[config.mk]
export PLATFORM = sky130hd
export DESIGN_NAME = ioctl_upload_server
export DESIGN_NICKNAME = d
export VERILOG_FILES = /design/src/rtl/ioctl_upload_server.sv
export SDC_FILE = /design/constraint.sdc
export NUM_CORES = 1
export LEC_CHECK = 0
export BUFFER_PORTS_ARGS = -buffer_cell sky130_fd_sc_hd__buf_4
export CAP_MARGIN = 20
export CORE_MARGIN = 2
export CORE_UTILIZATION = 35
export DETAILED_ROUTE_END_ITERATION = 8
export HOLD_SLACK_MARGIN = 0.05
export PLACE_DENSITY = 0.7
export SETUP_SLACK_MARGIN = 0.1
export SLEW_MARGIN = 15
export SYNTH_ARGS = -nofsm -noshare
export SYNTH_HDL_FRONTEND = slang
export SYNTH_SLANG_ARGS = --single-unit
export TNS_END_PERCENT = 1
[constraint.sdc]
create_clock -name clk_sys -period 3.8 [get_ports clk_sys]
set_clock_uncertainty 0.15 [all_clocks]
set_input_delay 0.38 -clock clk_sys [delete_from_list [all_inputs] [get_ports clk_sys]]
set_output_delay 0.38 -clock clk_sys [all_outputs]
set_load 0.02 [all_outputs]
[src/rtl/ioctl_upload_server.sv]
// ioctl_upload_server
// Serves HPS upload (core-to-HPS) reads on the ioctl interface. When the
// upload with index UPLOAD_INDEX starts, the block pauses the core. It then
// fetches each requested byte from a variable-latency memory port and stalls
// HPS with ioctl_wait until that byte is on ioctl_din.
//
// Optional build macro: UPLOAD_CHKSUM_EN
//   When defined, the block keeps an 8-bit running sum of the fetched bytes.
//   A read at addr == DEPTH returns the two's complement of that sum, so the
//   bytes 0..DEPTH of a save file add up to zero. When the macro is not
//   defined, every address >= DEPTH reads as 8'hFF.
module ioctl_upload_server #(
    parameter int          ADDR_W       = 10,
    parameter int          DEPTH        = 1024,
    parameter logic [7:0]  UPLOAD_INDEX = 8'd4,
    parameter int          TIMEOUT      = 64
) (
    input  logic              clk_sys,
    input  logic              reset,
    input  logic              ioctl_upload,
    input  logic [7:0]        ioctl_index,
    input  logic              ioctl_rd,
    input  logic [24:0]       ioctl_addr,
    output logic [7:0]        ioctl_din,
    output logic              ioctl_wait,
    output logic              pause_req,
    input  logic              pause_ack,
    output logic              mem_req,
    output logic [ADDR_W-1:0] mem_addr,
    input  logic              mem_ack,
    input  logic [7:0]        mem_data,
    output logic              busy,
    output logic              err
);

    localparam int              TMO_W    = $clog2(TIMEOUT + 1);
    localparam logic [TMO_W-1:0] TMO_LAST = TMO_W'(TIMEOUT - 1);
    // The full 25-bit address is compared, so high address bits are never
    // silently dropped.
    localparam logic [24:0]     DEPTH_A  = 25'(DEPTH);

    typedef enum logic [2:0] {
        S_IDLE  = 3'd0,
        S_PAUSE = 3'd1,
        S_READY = 3'd2,
        S_FETCH = 3'd3,
        S_DRAIN = 3'd4
    } state_t;

    state_t             r_state;
    state_t             w_state_next;
    logic               r_sel_d;
    logic [TMO_W-1:0]   r_tmo_cnt;
    logic [TMO_W-1:0]   w_tmo_next;

    logic [7:0]         r_din;
    logic               r_wait;
    logic               r_pause_req;
    logic               r_mem_req;
    logic [ADDR_W-1:0]  r_mem_addr;
    logic               r_busy;
    logic               r_err;

    logic [7:0]         w_din_next;
    logic               w_wait_next;
    logic               w_pause_req_next;
    logic               w_mem_req_next;
    logic [ADDR_W-1:0]  w_mem_addr_next;
    logic               w_err_next;

    logic               w_sel;
    logic               w_sel_rise;
    logic               w_in_range;
    logic               w_tmo_hit;
    logic [7:0]         w_oor_data;

`ifdef UPLOAD_CHKSUM_EN
    logic [7:0]         r_sum;
    logic [7:0]         w_sum_next;
`endif

    assign w_sel      = ioctl_upload && (ioctl_index == UPLOAD_INDEX);
    assign w_sel_rise = w_sel && !r_sel_d;
    assign w_in_range = (ioctl_addr < DEPTH_A);
    assign w_tmo_hit  = (r_tmo_cnt == TMO_LAST);

`ifdef UPLOAD_CHKSUM_EN
    assign w_oor_data = (ioctl_addr == DEPTH_A) ? (~r_sum + 8'd1) : 8'hFF;
`else
    assign w_oor_data = 8'hFF;
`endif

    // State register; reset aborts any transfer in flight.
    always_ff @(posedge clk_sys) begin
        if (reset) begin
            r_state <= S_IDLE;
        end else begin
            r_state <= w_state_next;
        end
    end

    // Next-state decode.
    always_comb begin
        w_state_next = r_state;
        case (r_state)
            S_IDLE: begin
                if (w_sel_rise) begin
                    w_state_next = S_PAUSE;
                end else begin
                    w_state_next = S_IDLE;
                end
            end
            S_PAUSE: begin
                if (!w_sel) begin
                    w_state_next = S_IDLE;
                end else if (pause_ack) begin
                    w_state_next = S_READY;
                end else begin
                    w_state_next = S_PAUSE;
                end
            end
            S_READY: begin
                if (!w_sel) begin
                    w_state_next = S_IDLE;
                end else if (ioctl_rd && w_in_range) begin
                    w_state_next = S_FETCH;
                end else begin
                    w_state_next = S_READY;
                end
            end
            S_FETCH: begin
                if (mem_ack || w_tmo_hit) begin
                    w_state_next = w_sel ? S_READY : S_IDLE;
                end else if (!w_sel) begin
                    w_state_next = S_DRAIN;
                end else begin
                    w_state_next = S_FETCH;
                end
            end
            S_DRAIN: begin
                if (mem_ack || w_tmo_hit) begin
                    w_state_next = S_IDLE;
                end else begin
                    w_state_next = S_DRAIN;
                end
            end
            default: begin
                w_state_next = S_IDLE;
            end
        endcase
    end

    // Next values of the registered outputs, timeout counter and checksum.
    always_comb begin
        w_din_next       = r_din;
        w_wait_next      = r_wait;
        w_pause_req_next = r_pause_req;
        w_mem_req_next   = r_mem_req;
        w_mem_addr_next  = r_mem_addr;
        w_err_next       = r_err;
        w_tmo_next       = r_tmo_cnt;
`ifdef UPLOAD_CHKSUM_EN
        w_sum_next       = r_sum;
`endif
        case (r_state)
            S_IDLE: begin
                w_mem_req_next = 1'b0;
                if (w_sel_rise) begin
                    w_pause_req_next = 1'b1;
                    w_wait_next      = 1'b1;
                    w_err_next       = 1'b0;
`ifdef UPLOAD_CHKSUM_EN
                    w_sum_next       = 8'd0;
`endif
                end else begin
                    w_pause_req_next = 1'b0;
                    w_wait_next      = 1'b0;
                end
            end
            S_PAUSE: begin
                if (!w_sel) begin
                    w_pause_req_next = 1'b0;
                    w_wait_next      = 1'b0;
                end else if (pause_ack) begin
                    w_wait_next      = 1'b0;
                end else begin
                    w_wait_next      = 1'b1;
                end
            end
            S_READY: begin
                if (!w_sel) begin
                    w_pause_req_next = 1'b0;
                    w_wait_next      = 1'b0;
                end else if (ioctl_rd && w_in_range) begin
                    w_mem_addr_next  = ioctl_addr[ADDR_W-1:0];
                    w_mem_req_next   = 1'b1;
                    w_wait_next      = 1'b1;
                    w_tmo_next       = '0;
                end else if (ioctl_rd) begin
                    w_din_next       = w_oor_data;
                end else begin
                    w_wait_next      = 1'b0;
                end
            end
            S_FETCH: begin
                if (mem_ack) begin
                    w_mem_req_next = 1'b0;
                    w_wait_next    = 1'b0;
                    if (w_sel) begin
                        w_din_next = mem_data;
`ifdef UPLOAD_CHKSUM_EN
                        w_sum_next = r_sum + mem_data;
`endif
                    end else begin
                        w_pause_req_next = 1'b0;
                    end
                end else if (w_tmo_hit) begin
                    w_mem_req_next = 1'b0;
                    w_wait_next    = 1'b0;
                    w_err_next     = 1'b1;
                    if (w_sel) begin
                        w_din_next = 8'h00;
                    end else begin
                        w_pause_req_next = 1'b0;
                    end
                end else begin
                    w_tmo_next = r_tmo_cnt + TMO_W'(1);
                    // Once the upload is gone HPS is no longer stalled; the
                    // outstanding fetch is drained silently.
                    w_wait_next = w_sel;
                end
            end
            S_DRAIN: begin
                w_wait_next = 1'b0;
                if (mem_ack || w_tmo_hit) begin
                    w_mem_req_next   = 1'b0;
                    w_pause_req_next = 1'b0;
                    w_err_next       = r_err | (w_tmo_hit & ~mem_ack);
                end else begin
                    w_tmo_next = r_tmo_cnt + TMO_W'(1);
                end
            end
            default: begin
                w_mem_req_next   = 1'b0;
                w_pause_req_next = 1'b0;
                w_wait_next      = 1'b0;
            end
        endcase
    end

    // Output, edge-detect, timeout and checksum registers.
    always_ff @(posedge clk_sys) begin
        if (reset) begin
            r_sel_d     <= 1'b0;
            r_tmo_cnt   <= '0;
            r_din       <= 8'h00;
            r_wait      <= 1'b0;
            r_pause_req <= 1'b0;
            r_mem_req   <= 1'b0;
            r_mem_addr  <= '0;
            r_busy      <= 1'b0;
            r_err       <= 1'b0;
`ifdef UPLOAD_CHKSUM_EN
            r_sum       <= 8'd0;
`endif
        end else begin
            r_sel_d     <= w_sel;
            r_tmo_cnt   <= w_tmo_next;
            r_din       <= w_din_next;
            r_wait      <= w_wait_next;
            r_pause_req <= w_pause_req_next;
            r_mem_req   <= w_mem_req_next;
            r_mem_addr  <= w_mem_addr_next;
            r_busy      <= (w_state_next != S_IDLE);
            r_err       <= w_err_next;
`ifdef UPLOAD_CHKSUM_EN
            r_sum       <= w_sum_next;
`endif
        end
    end

    assign ioctl_din  = r_din;
    assign ioctl_wait = r_wait;
    assign pause_req  = r_pause_req;
    assign mem_req    = r_mem_req;
    assign mem_addr   = r_mem_addr;
    assign busy       = r_busy;
    assign err        = r_err;

endmodule

Yosys cells after proc, flatten, opt, wreduce, memory -nomap -nowiden. Cells that the tools add are included.

Add/subtract/negate cells: 1. Order comparisons: 1. Equal/unequal tests: 19. Muxes and demuxes: 48. Bitwise operators: 4. Reduce and logical (&&, ||, !) cells: 17.

Operators by type and width (number): $mux W8 (7); $mux W7 (5); $lt A25 B11 Y1 const B (1); $mux W1 (22); $ne A2 B2 Y1 const B (11); $pmux W7 S3 (1); $pmux W8 S2 (1); $pmux W3 S5 (1); $pmux W1 S4 (3); $reduce_and A6 Y1 (2); $reduce_and A5 Y1 (2); $mux W3 (3); $reduce_bool A3 Y1 (3); $eq A8 B3 Y1 const B (1); $mux W2 (4); $add A7 B1 Y7 const B (1); $eq A7 B6 Y1 const B (1); $eq A3 B2 Y1 const B (2); $ne A4 B4 Y1 const B (1); $eq A3 B1 Y1 const B (1); $eq A3 B3 Y1 const B (1); $logic_and A1 B1 Y1 (3); $logic_not A3 Y1 (1); $ne A3 B3 Y1 const B (1); 10 further kinds (11).

Register bits: 34. Input port bits: 47. Output and inout bits: 23. Logic and storage cells: 100.

Logic depth before layout (Yosys ltp). Gate-level depths: netlist of run 1.

Depth in word-level cells: 6. Mapped depth: 6. Depth with buffers taken out: 6.

Worst setup path before layout of run 1. OpenSTA, ideal clock, no wires.

Path kind: reg2reg. Start: reg r_tmo_cnt[0]. End: reg r_busy (netlist: busy). Data arrival time: 1.521 ns. Slack: 2.002 ns. Cell stages (with the launch flop): 7. Buffers on the path: 0. Period minus slack after synthesis: 1.798 ns. Path through: dfxtp_1 -> ha_1 -> and3_1 -> a21oi_4 -> a22oi_2 -> a221oi_2 -> or3_1.

Longest elaborated chain between the ends: 5. Elaborated cells between the ends (all ways): 6.

Ends and longest elaborated chain: start, declared (line 53) `logic [TMO_W-1:0] r_tmo_cnt;`; start signal, assigned (line 268) `r_tmo_cnt <= w_tmo_next;`; $eq A7 B6 Y1 (*) (line 85) `assign w_tmo_hit = (r_tmo_cnt == TMO_LAST);`; $logic_or A1 B1 Y1 (*) (line 132, 141); $mux W3 (on tied branches) (line 132, 141); $pmux W3 S5 (*) (line 105) `case (r_state)`; $reduce_bool A3 Y1 (*) (line 274) `r_busy <= (w_state_next != S_IDLE);`; end signal, assigned (line 274); end, declared (line 61) `logic r_busy;`.

Mark *: on every way between the ends. The rest lies on a longest branch, timed or not. A chain may end at the register's enable or synchronous reset.

Worst setup path in the final report of run 1. Ends and elaborated chain as after synthesis.

==> summary.md, run 1 <==
| Metric | Value |
|---|---|
| Setup TNS | `0 ns` |
| DRT Pass-1 Iters | `4` |
| HP Start | `ioctl_addr[7]` |
| Final Hold Fails | `0` |
| CTS tree | `done` |
| Worst-Skew Late Latency | `slightly below 0.3 ns` |
| Cell area after synthesis | `about 1600 µm²` |
| Crit path time final | `between 1.5 and 2 ns` |
| Maximum vdd drop | `~160 µV` |
| Startpoint Class | `register` |
| Static Leak | `0.964 nW` |
| I/O Buffers | `69` |
| Critical Path RT | `about 3.8 ns` |
| Register area share after synthesis | `0.413` |
| Clk sinks | `34` |
| DR DRC count | `0` |
| Fmax | `~500 MHz` |
| Full die area | `around 5300 µm²` |
| Total Routing Usage GR | `0.149` |
| Worst Max-Slew Pin Slew | `0.400 ns` |
| Detail Placement HPWL | `about 2800 µm` |
| Final instance area | `around 2300 µm²` |
| Number of enable flip-flop cells after synthesis | `0` |
| DRT Wirelength | `3670 µm` |
| First-pass GRT wire length | `around 6200 µm` |
| Yosys warns | `0` |
| Io pins | `70` |
| Setup violators final | `0` |
| Synth Net Count | `around 220` |
| Main flop type after synthesis | `dfxtp_1` |
| Via-to-Cell Ratio | `5.07` |
| Maxcap violations | `0` |
| Synthesis-stage register bit count | `34` |
| Antenna-violating nets left | `0` |
| Synthesized instance count | `around 170` |
| Distinct cell type count of the synthesized netlist | `48` |
| Wire per inst | `12.4 µm` |
| CTS Buf Count | `5` |
| Unrepaired setup endpoints after global routing | `false` |
| Crit end category | `register` |
| Die Ht | `approximately 73 µm` |
| Syn_area_per_cell | `approximately 9.5 µm²` |
| Crit Path Category | `reg -> reg` |
| Fin. max-slew vios | `0` |
| Root Driver | `clkbuf_8` |
| Drt first-iter violations | `45` |
| Reg2reg start | `r_tmo_cnt[0]` |
| Core Box Area | `~4400 µm²` |
| Area after DPL | `between 2000 and 2500 µm²` |
| Post_cts resized | `0` |
| Initial antenna violation count | `0` |
| Die Width | `between 70 and 80 µm` |
| Final nets | `around 290` |
| Total grt overflow | `0` |
| Fillcell total | `437` |
| Pin count of the biggest net entering global routing | `34` |
| H-tree Lvls | `2` |
| Area delta synth->final | `38.5%` |
| Ant diodes | `0` |
| Worst Path Arrival | `roughly 2.0 ns` |
| Fraction of layout cells with a size suffix above 1 | `0.373` |
| Fin crit share | `0.524` |
| Vias in the first global route | `between 1k and 1.5k` |
| Reg clk slew, reported paths | `0.07 ns` |
| Pwr dens | `~330 nW/µm²` |
| Status | `finished clean` |
| Crit path from | `r_tmo_cnt[0]` |
| Max_slew headroom | `0.734` |
| Starting Density | `0.371` |
| Num rows | `24` |
| Placer Congestion | `~0.7` |
| Critical path fanouts, max | `6` |
| Clk buf depth | `2` |
| Via count | `1502` |
| Hold_buf cts | `0` |
| Fraction of registers with async set or reset after synthesis | `0` |
| Post-CTS Setup Bufs | `0` |
| Worst min path class | `in -> reg` |
cell usage after synthesis (all sizes together) (2+ instances only):
master / instances / area [µm²]
o22ai: 2 / 26.3
a21o: 2 / 16.3
mux2i: 20 / 200
or2: 2 / 15.0
nand3: 5 / 30.0
o32ai: 2 / 17.5
a22oi: 2 / 20.0
dfxtp: 34 / 681
inv: 5 / 18.8
nand2b: 7 / 43.8
o21ai: 3 / 15.0
nor4: 4 / 25.0
nand2: 20 / 75.1
nand4: 2 / 25.0
and3b: 3 / 26.3
nor2: 23 / 91.3
nor3: 2 / 10.0
buf: 3 / 36.3
a21oi: 12 / 75.1
and3: 4 / 30.0
a311oi: 2 / 17.5
critical path, cell delays in order (launching register included):
cell and delay (ns):
dfxtp_1 0.37, ha_1 0.20, and3_1 0.30, a21oi_4 0.13, a22oi_2 0.24, a221oi_2 0.10, or3_1 0.39
path summary, 6_finish.rpt:
| path | to | slack [ns] | depth (start not counted) |
|---|---|---|---|
| max | busy | 1.81 | 6 |
| min | mem_addr[7] | 0.18 | 3 |
| max reg2reg | busy | 1.81 | 6 |
| min reg2reg | r_tmo_cnt[6] | 0.32 | 2 |
sequential cells by signal (all words and copies together), names as in the netlist:
| name | flops |
|---|---|
| ioctl_wait | 1 |
| r_sel_d | 1 |
| mem_req | 1 |
| pause_req | 1 |
| err | 1 |
| r_state | 3 |
| mem_addr | 10 |
| r_tmo_cnt | 7 |
| ioctl_din | 8 |
| busy | 1 |
per-stage QoR:
stage | total power [W] | util | setup slack (ns) | instances | hold WS, ns
6_report | 0.000747 | 0.514 | 1.81 | 296 | 0.181
5_1_grt | 0.000775 | 0.514 | 1.68 | 296 | 0.200
4_1_cts | 0.000756 | 0.514 | 1.77 | 296 | 0.178
3_5_place_dp | 0.000419 | 0.488 | 1.70 | 289 | 0.310
3_3_place_gp | 0.000419 | 0.488 | 1.72 | 289 | 0.303
2_1_floorplan | 0.000379 | - | 2.00 | 174 | 0.285
placed cells by master (no fill, tap or decap), types with 2 or more instances in the layout:
master,n
buf_4,69
dfxtp_1,34
nor2_1,21
nand2_1,20
mux2i_1,20
a21oi_1,10
nand2b_1,7
clkbuf_8,6
inv_1,5
nor4_1,4
nand3_1,4
and3b_1,3
and3_1,3
nor3_1,2
nor2_2,2
o32ai_1,2
a311oi_1,2
nand4_2,2
o21ai_0,2
where the power goes:
part / internal, W / switching [W]
Sequential: 0.000356 / 0.0000000442
Clock: 0.000210 / 0.000126
Combinational: 0.0000347 / 0.0000194
cell families after synthesis:
kind of cell             synth area share
adder cells (fa/ha/maj)           0.00759
flip-flops                          0.413
buffers and inverters              0.0486
multiplexers                        0.121
AND/OR/NAND/NOR                     0.269
XOR/XNOR                          0.00531
AO/OA/AOI/OAI                       0.136
layout make-up:
type                            instances  area (µm²)  area share
Clock buffer                            6        82.6      0.0362
Clock inverter                          1        30.0      0.0132
Inverter                                5        18.8     0.00822
Multi-Input combinational cell        129         888       0.389
Sequential cell                        34         681       0.298
Tap cell                               52        65.1      0.0285
Timing Repair Buffer                   69         518       0.227
routing by layer:
metal | routed length, µm | global-route usage | vias to the layer above | part of all wire
met3 | 303 | 0.0442 | 7 | 0.083
met4 | 69 | 0.0679 | 0 | 0.019
met1 | 1650 | 0.179 | 682 | 0.45
met2 | 1650 | 0.246 | 57 | 0.45
met5 | 0 | 0 | - | 0
li1 | - | - | 756 | -
No activity file was read; power rests on OpenSTA's default activity.
==> run 2, diff against run 1 <==
==> constraint.sdc (replaced) <==
create_clock -name clk_sys -period 1.9 [get_ports clk_sys]
set_clock_uncertainty 0.15 [all_clocks]
set_input_delay 0.19 -clock clk_sys [delete_from_list [all_inputs] [get_ports clk_sys]]
set_output_delay 0.19 -clock clk_sys [all_outputs]
set_load 0.02 [all_outputs]
==> run 2 against run 1 <==
Effect of this change:
- total power rose by 84%
- combinational power up 130%
- routed wire length increased by 4.0%
- non-clock buffer count grew 16
- critical path depth unchanged
- critical path type unchanged
- critical endpoint unchanged
- highest routed layer unchanged
==> summary.md, run 2 (synthesis gave the netlist of run 1 again) <==
| Metric | Value |
|---|---|
| Total grt overflow | `0` |
| Critical path fanouts, max | `6` |
| Total Routing Usage GR | `0.151` |
| Final nets | `308` |
| Routing usage on met3 | `0.0511` |
| Crit path time final | `approximately 1.7 ns` |
| DR DRC count | `0` |
| Fillcell total | `between 400 and 500` |
| Critical Path RT | `roughly 1.9 ns` |
| Crit end category | `register` |
| Worst hold path depth | `4` |
| Setup TNS | `0 ns` |
| Full die area | `about 5300 µm²` |
| Clk sinks | `34` |
| Worst r2r path cells | `6` |
| Pwr dens | `560 nW/µm²` |
| Area delta synth->final | `48.9%` |
| Final Hold Fails | `0` |
| Wire per inst | `~12 µm` |
| Most frequent cells in the layout | `buf_4, dfxtp_1, nor2_1` |
| H-tree Lvls | `2` |
| CTS tree | `done` |
| Starting Density | `0.371` |
| Setup violators final | `0` |
| Antenna-violating nets left | `0` |
| Ant diodes | `0` |
| Maximum vdd drop | `233 µV` |
| Initial antenna violation count | `0` |
| Largest register FFs | `10` |
| Reg clk slew, reported paths | `approximately 0.07 ns` |
| Worst-Skew Late Latency | `0.28 ns` |
| Placer Congestion | `0.744` |
| Final core occ | `0.553` |
| Routing usage on met1 | `0.183` |
| Root Driver | `clkbuf_8` |
| M2 GR Usage | `0.245` |
| Via-to-Cell Ratio | `roughly 5.0` |
| Top Usage Layer GRT | `met2` |
| Fin. max-slew vios | `0` |
| Clk buf depth | `2` |
| Crit Path Category | `reg -> reg` |
| Worst Path Arrival | `roughly 1.7 ns` |
| Worst Max-Slew Pin Slew | `roughly 0.34 ns` |
| Detail Placement HPWL | `roughly 2700 µm` |
| DRT Wirelength | `between 3000 and 4000 µm` |
| Core Box Area | `roughly 4400 µm²` |
| Unrepaired setup endpoints after global routing | `true` |
| Num rows | `24` |
| Max_slew headroom | `0.772` |
| Startpoint Class | `register` |
| Die Width | `around 73 µm` |
| First-pass GRT wire length | `around 6200 µm` |
| Status | `finished clean` |
| Fin crit share | `0.908` |
| Via count | `approximately 1.6k` |
| Fraction of layout cells with a size suffix above 1 | `0.406` |
| Fmax | `~580 MHz` |
| Pin count of the biggest net entering global routing | `34` |
| Vias in the first global route | `approximately 1.5k` |
| Worst min path class | `in -> reg` |
| Static Leak | `between 1 and 1.5 nW` |
| Commonest non-fill, non-tap cell in the layout | `buf_4` |
| Die Ht | `about 73 µm` |
| DRT Pass-1 Iters | `4` |
| Drt first-iter violations | `48` |
| CTS Buf Count | `5` |
| I/O Buffers | `approximately 70` |
| Maxcap violations | `0` |
| Io pins | `70` |
[run 2: worst paths after layout]
check,startpoint,end,slack (ns)
max,r_tmo_cnt[0],busy,0.17
min,ioctl_index[0],r_state[1],0.06
max reg2reg,r_tmo_cnt[0],busy,0.17
min reg2reg,r_tmo_cnt[6],r_tmo_cnt[6],0.31
[run 2: area by class of cell]
type                            instances  area [µm²]  share of cell area
Multi-Input combinational cell        129         916               0.373
Inverter                                5        18.8             0.00764
Clock buffer                            7        86.3              0.0352
Sequential cell                        34         689               0.281
Tap cell                               52        65.1              0.0265
Timing Repair Buffer                   85         676               0.275
Clock inverter                          1        5.00             0.00204
[run 2: per-layer routing]
metal  share of wire  up-vias
met4           0.015        0
met1            0.45      699
met2            0.46       61
met3           0.073        6
li1                -      788
met5               0        -
[run 2: worst max-delay path, stage by stage, from the launching register on]
cell and delay [ns]:
dfxtp_4 0.37, ha_4 0.14, and3_4 0.20, a21oi_4 0.08, a22oi_2 0.20, a221oi_2 0.09
or3_1 0.37
[run 2: power by group]
part	leakage (nW)	internal, W	total, W	switching (W)
logic	0.703	0.0000839	0.000127	0.0000427
clock network	0.0482	0.000292	0.000538	0.000246
registers	0.277	0.000711	0.000711	0.0000000905
total	1.03	0.00109	0.00138	0.000289
[run 2: repair_timing]
| item | CTS | global route |
|---|---|---|
| hold buffers | 10 | 0 |
| buffers inserted | 1 | 1 |
| resized for setup | 3 | 9 |
| hold endpoints to repair | 10 | 0 |
| setup endpoints to repair | 8 | 15 |
| pin swaps | 1 | 1 |
[run 2: stage by stage]
step | hold WS (ns) | area [µm²] | cells | total power [W] | setup slack (ns)
floorplan | 0.124 | 1650 | 174 | 0.000759 | 0.102
global placement | 0.279 | 2200 | 293 | 0.000839 | 0.00971
detailed placement | 0.288 | 2200 | 293 | 0.000839 | 0.0217
CTS | 0.0511 | 2420 | 312 | 0.00140 | 0.0898
global route | 0.0767 | 2460 | 313 | 0.00144 | 0.0765
finish | 0.0627 | 2460 | 313 | 0.00138 | 0.175
==> run 3, diff against run 2 <==
--- a/config.mk
+++ b/config.mk
@@ -10,6 +10,7 @@
 export CORE_MARGIN = 2
 export CORE_UTILIZATION = 35
 export DETAILED_ROUTE_END_ITERATION = 8
+export GPL_TIMING_DRIVEN = 0
 export HOLD_SLACK_MARGIN = 0.05
 export PLACE_DENSITY = 0.7
 export SETUP_SLACK_MARGIN = 0.1
==> run 3 against run 2 <==
Effect of this change:
- sequential power about the same
- clock power decreased by 4.8%
- utilization increased by 1.0 points
- largest cell class unchanged
==> summary.md, run 3 (synthesis gave the netlist of run 1 again) <==
| Metric | Value |
|---|---|
| Maxcap violations | `0` |
| Setup TNS | `0 ns` |
| Reg clk slew, reported paths | `about 0.070 ns` |
| Wire per inst | `~13 µm` |
| Total Routing Usage GR | `0.157` |
| Clk buf depth | `2` |
| Detail Placement HPWL | `between 2000 and 3000 µm` |
| Worst flop-to-flop path endpoint | `busy` |
| DRT Pass-1 Iters | `4` |
| CP delay by family, top | `simple AND/OR/NAND/NOR gates` |
| Fillcell total | `between 400 and 500` |
| Io pins | `70` |
| DR DRC count | `0` |
| Crit path time final | `1.78 ns` |
| Starting Density | `0.371` |
| Vias in the first global route | `roughly 1.5k` |
| Initial antenna violation count | `0` |
| HP Start | `mem_data[4]` |
| Worst r2r path cells | `6` |
| Buf+Inv Stages, Crit Path | `0` |
| DRT Wirelength | `4150 µm` |
| Worst Max-Slew Pin Slew | `between 0.5 and 0.6 ns` |
| Num rows | `24` |
| Worst-path cell chain | `ha_4 > and3_4 > a21oi_4 > a22oi_2 > a221oi_2 > or3_1` |
| Critical Path RT | `around 1.9 ns` |
| Worst Path Arrival | `1.80 ns` |
| Fin crit share | `0.934` |
| Final Hold Fails | `0` |
| Worst min path class | `in -> reg` |
| First-pass GRT wire length | `6400 µm` |
| Placer Congestion | `between 0.7 and 0.8` |
| Core Box Area | `4440 µm²` |
| Commonest non-fill, non-tap cell in the layout | `buf_4` |
| Total grt overflow | `0` |
| Worst R2R Setup Slack | `roughly 0.12 ns` |
| Via-to-Cell Ratio | `~5.0` |
| Crit Path Category | `reg -> reg` |
| Drt first-iter violations | `45` |
| Crit end category | `register` |
| CTS tree | `done` |
| Worst hold path depth | `5` |
| I/O Buffers | `between 60 and 70` |
| Antenna-violating nets left | `0` |
| Critical path fanouts, max | `6` |
| Clk sinks | `34` |
| H-tree Lvls | `2` |
| Ant diodes | `0` |
| Final nets | `about 310` |
| Fin. max-slew vios | `0` |
| Via count | `1599` |
| Pwr dens | `between 500 and 600 nW/µm²` |
| Setup violators final | `0` |
| Status | `finished clean` |
| Die Width | `just over 70 µm` |
| Fmax | `563 MHz` |
| Maximum vdd drop | `about 550 µV` |
| Worst Hold End | `ioctl_din[4]` |
| Slowest CP cell | `or3_1` |
| Fraction of layout cells with a size suffix above 1 | `0.398` |
| Static Leak | `about 1.1 nW` |
| Largest register FFs | `10` |
| Die Ht | `72.6 µm` |
| Startpoint Class | `register` |
| Max_slew headroom | `0.665` |
| Unrepaired setup endpoints after global routing | `true` |
| Root Driver | `clkbuf_8` |
| Worst-Skew Late Latency | `0.29 ns` |
| Pin count of the biggest net entering global routing | `11` |
| CTS Buf Count | `5` |
| Full die area | `around 5300 µm²` |
| Reg2reg start | `r_tmo_cnt[0]` |
| Most frequent cells in the layout | `buf_4, dfxtp_1, nor2_1` |
| CP peak stage delay | `0.38 ns` |
| Hold WS | `~0.081 ns` |
| Area delta synth->final | `51.7%` |
run 3: changes by cell type in the layout (fill, tap and decap cells not counted), sizes merged:
cell and delta:
buf +1, clkbuf -1, clkinv +1, dlygate4sd1 +1
dlygate4sd3 +2, dlymetal6s4s +1
run 3: repair_timing:
| item | in CTS | in global routing |
|---|---|---|
| pin swaps | 2 | 1 |
| setup buffers | 2 | 2 |
| setup endpoints to repair | 9 | 12 |
| hold buffers | 12 | 0 |
| endpoints found under the hold margin | 11 | 0 |
| gates cloned | 0 | 0 |
| gates resized for setup | 5 | 6 |
run 3: layer usage:
metal  global-route usage  share of wire  vias to the layer above
met5                    0              0                        -
met1                0.172           0.43                      741
met2                0.279           0.49                       54
li1                     -              -                      799
met4               0.0617          0.011                        0
met3               0.0539          0.067                        5
run 3: area by class of cell:
| type | count | area [µm²] | area share |
|---|---|---|---|
| Buffer | 6 | 61.3 | 0.0245 |
| Multi-Input combinational cell | 129 | 908 | 0.363 |
| Clock buffer | 5 | 68.8 | 0.0275 |
| Tap cell | 52 | 65.1 | 0.0260 |
| Sequential cell | 34 | 689 | 0.275 |
| Clock inverter | 2 | 10.0 | 0.00400 |
| Timing Repair Buffer | 85 | 681 | 0.272 |
| Inverter | 5 | 18.8 | 0.00750 |
run 3: worst min-delay path, cell delays in order:
cell and delay [ns]:
buf_4 0.08, nand2_1 0.04, nand2_1 0.05, mux2i_1 0.06
nor2_1 0.07
run 3: metrics by stage:
stage                     utilization  std cells  total power (W)  setup WS (ns)  instance area, µm²
after floorplan                     -        174         0.000759          0.102                1650
final                           0.563        318          0.00136          0.125                2500
after detailed placement        0.502        295         0.000844        -0.0485                2230
after global placement          0.502        295         0.000842        -0.0530                2230
after CTS                       0.555        316          0.00137         0.0905                2470
after global routing            0.563        318          0.00141         0.0705                2500
run 3: where the power goes:
group          internal, W  switching (W)  total (W)
Clock             0.000246       0.000266   0.000512
Combinational    0.0000881      0.0000447   0.000133
Sequential        0.000711   0.0000000915   0.000711
run 3: worst max-delay path by stage:
stage / from / endpoint / depth (start not counted)
6_report: r_tmo_cnt[0] / busy / 6
3_5_place_dp: r_tmo_cnt[0] / busy / 6
5_1_grt: r_tmo_cnt[0] / busy / 6
4_1_cts: r_tmo_cnt[0] / busy / 6
3_3_place_gp: r_tmo_cnt[0] / busy / 6
2_1_floorplan: r_tmo_cnt[0] / busy / 6
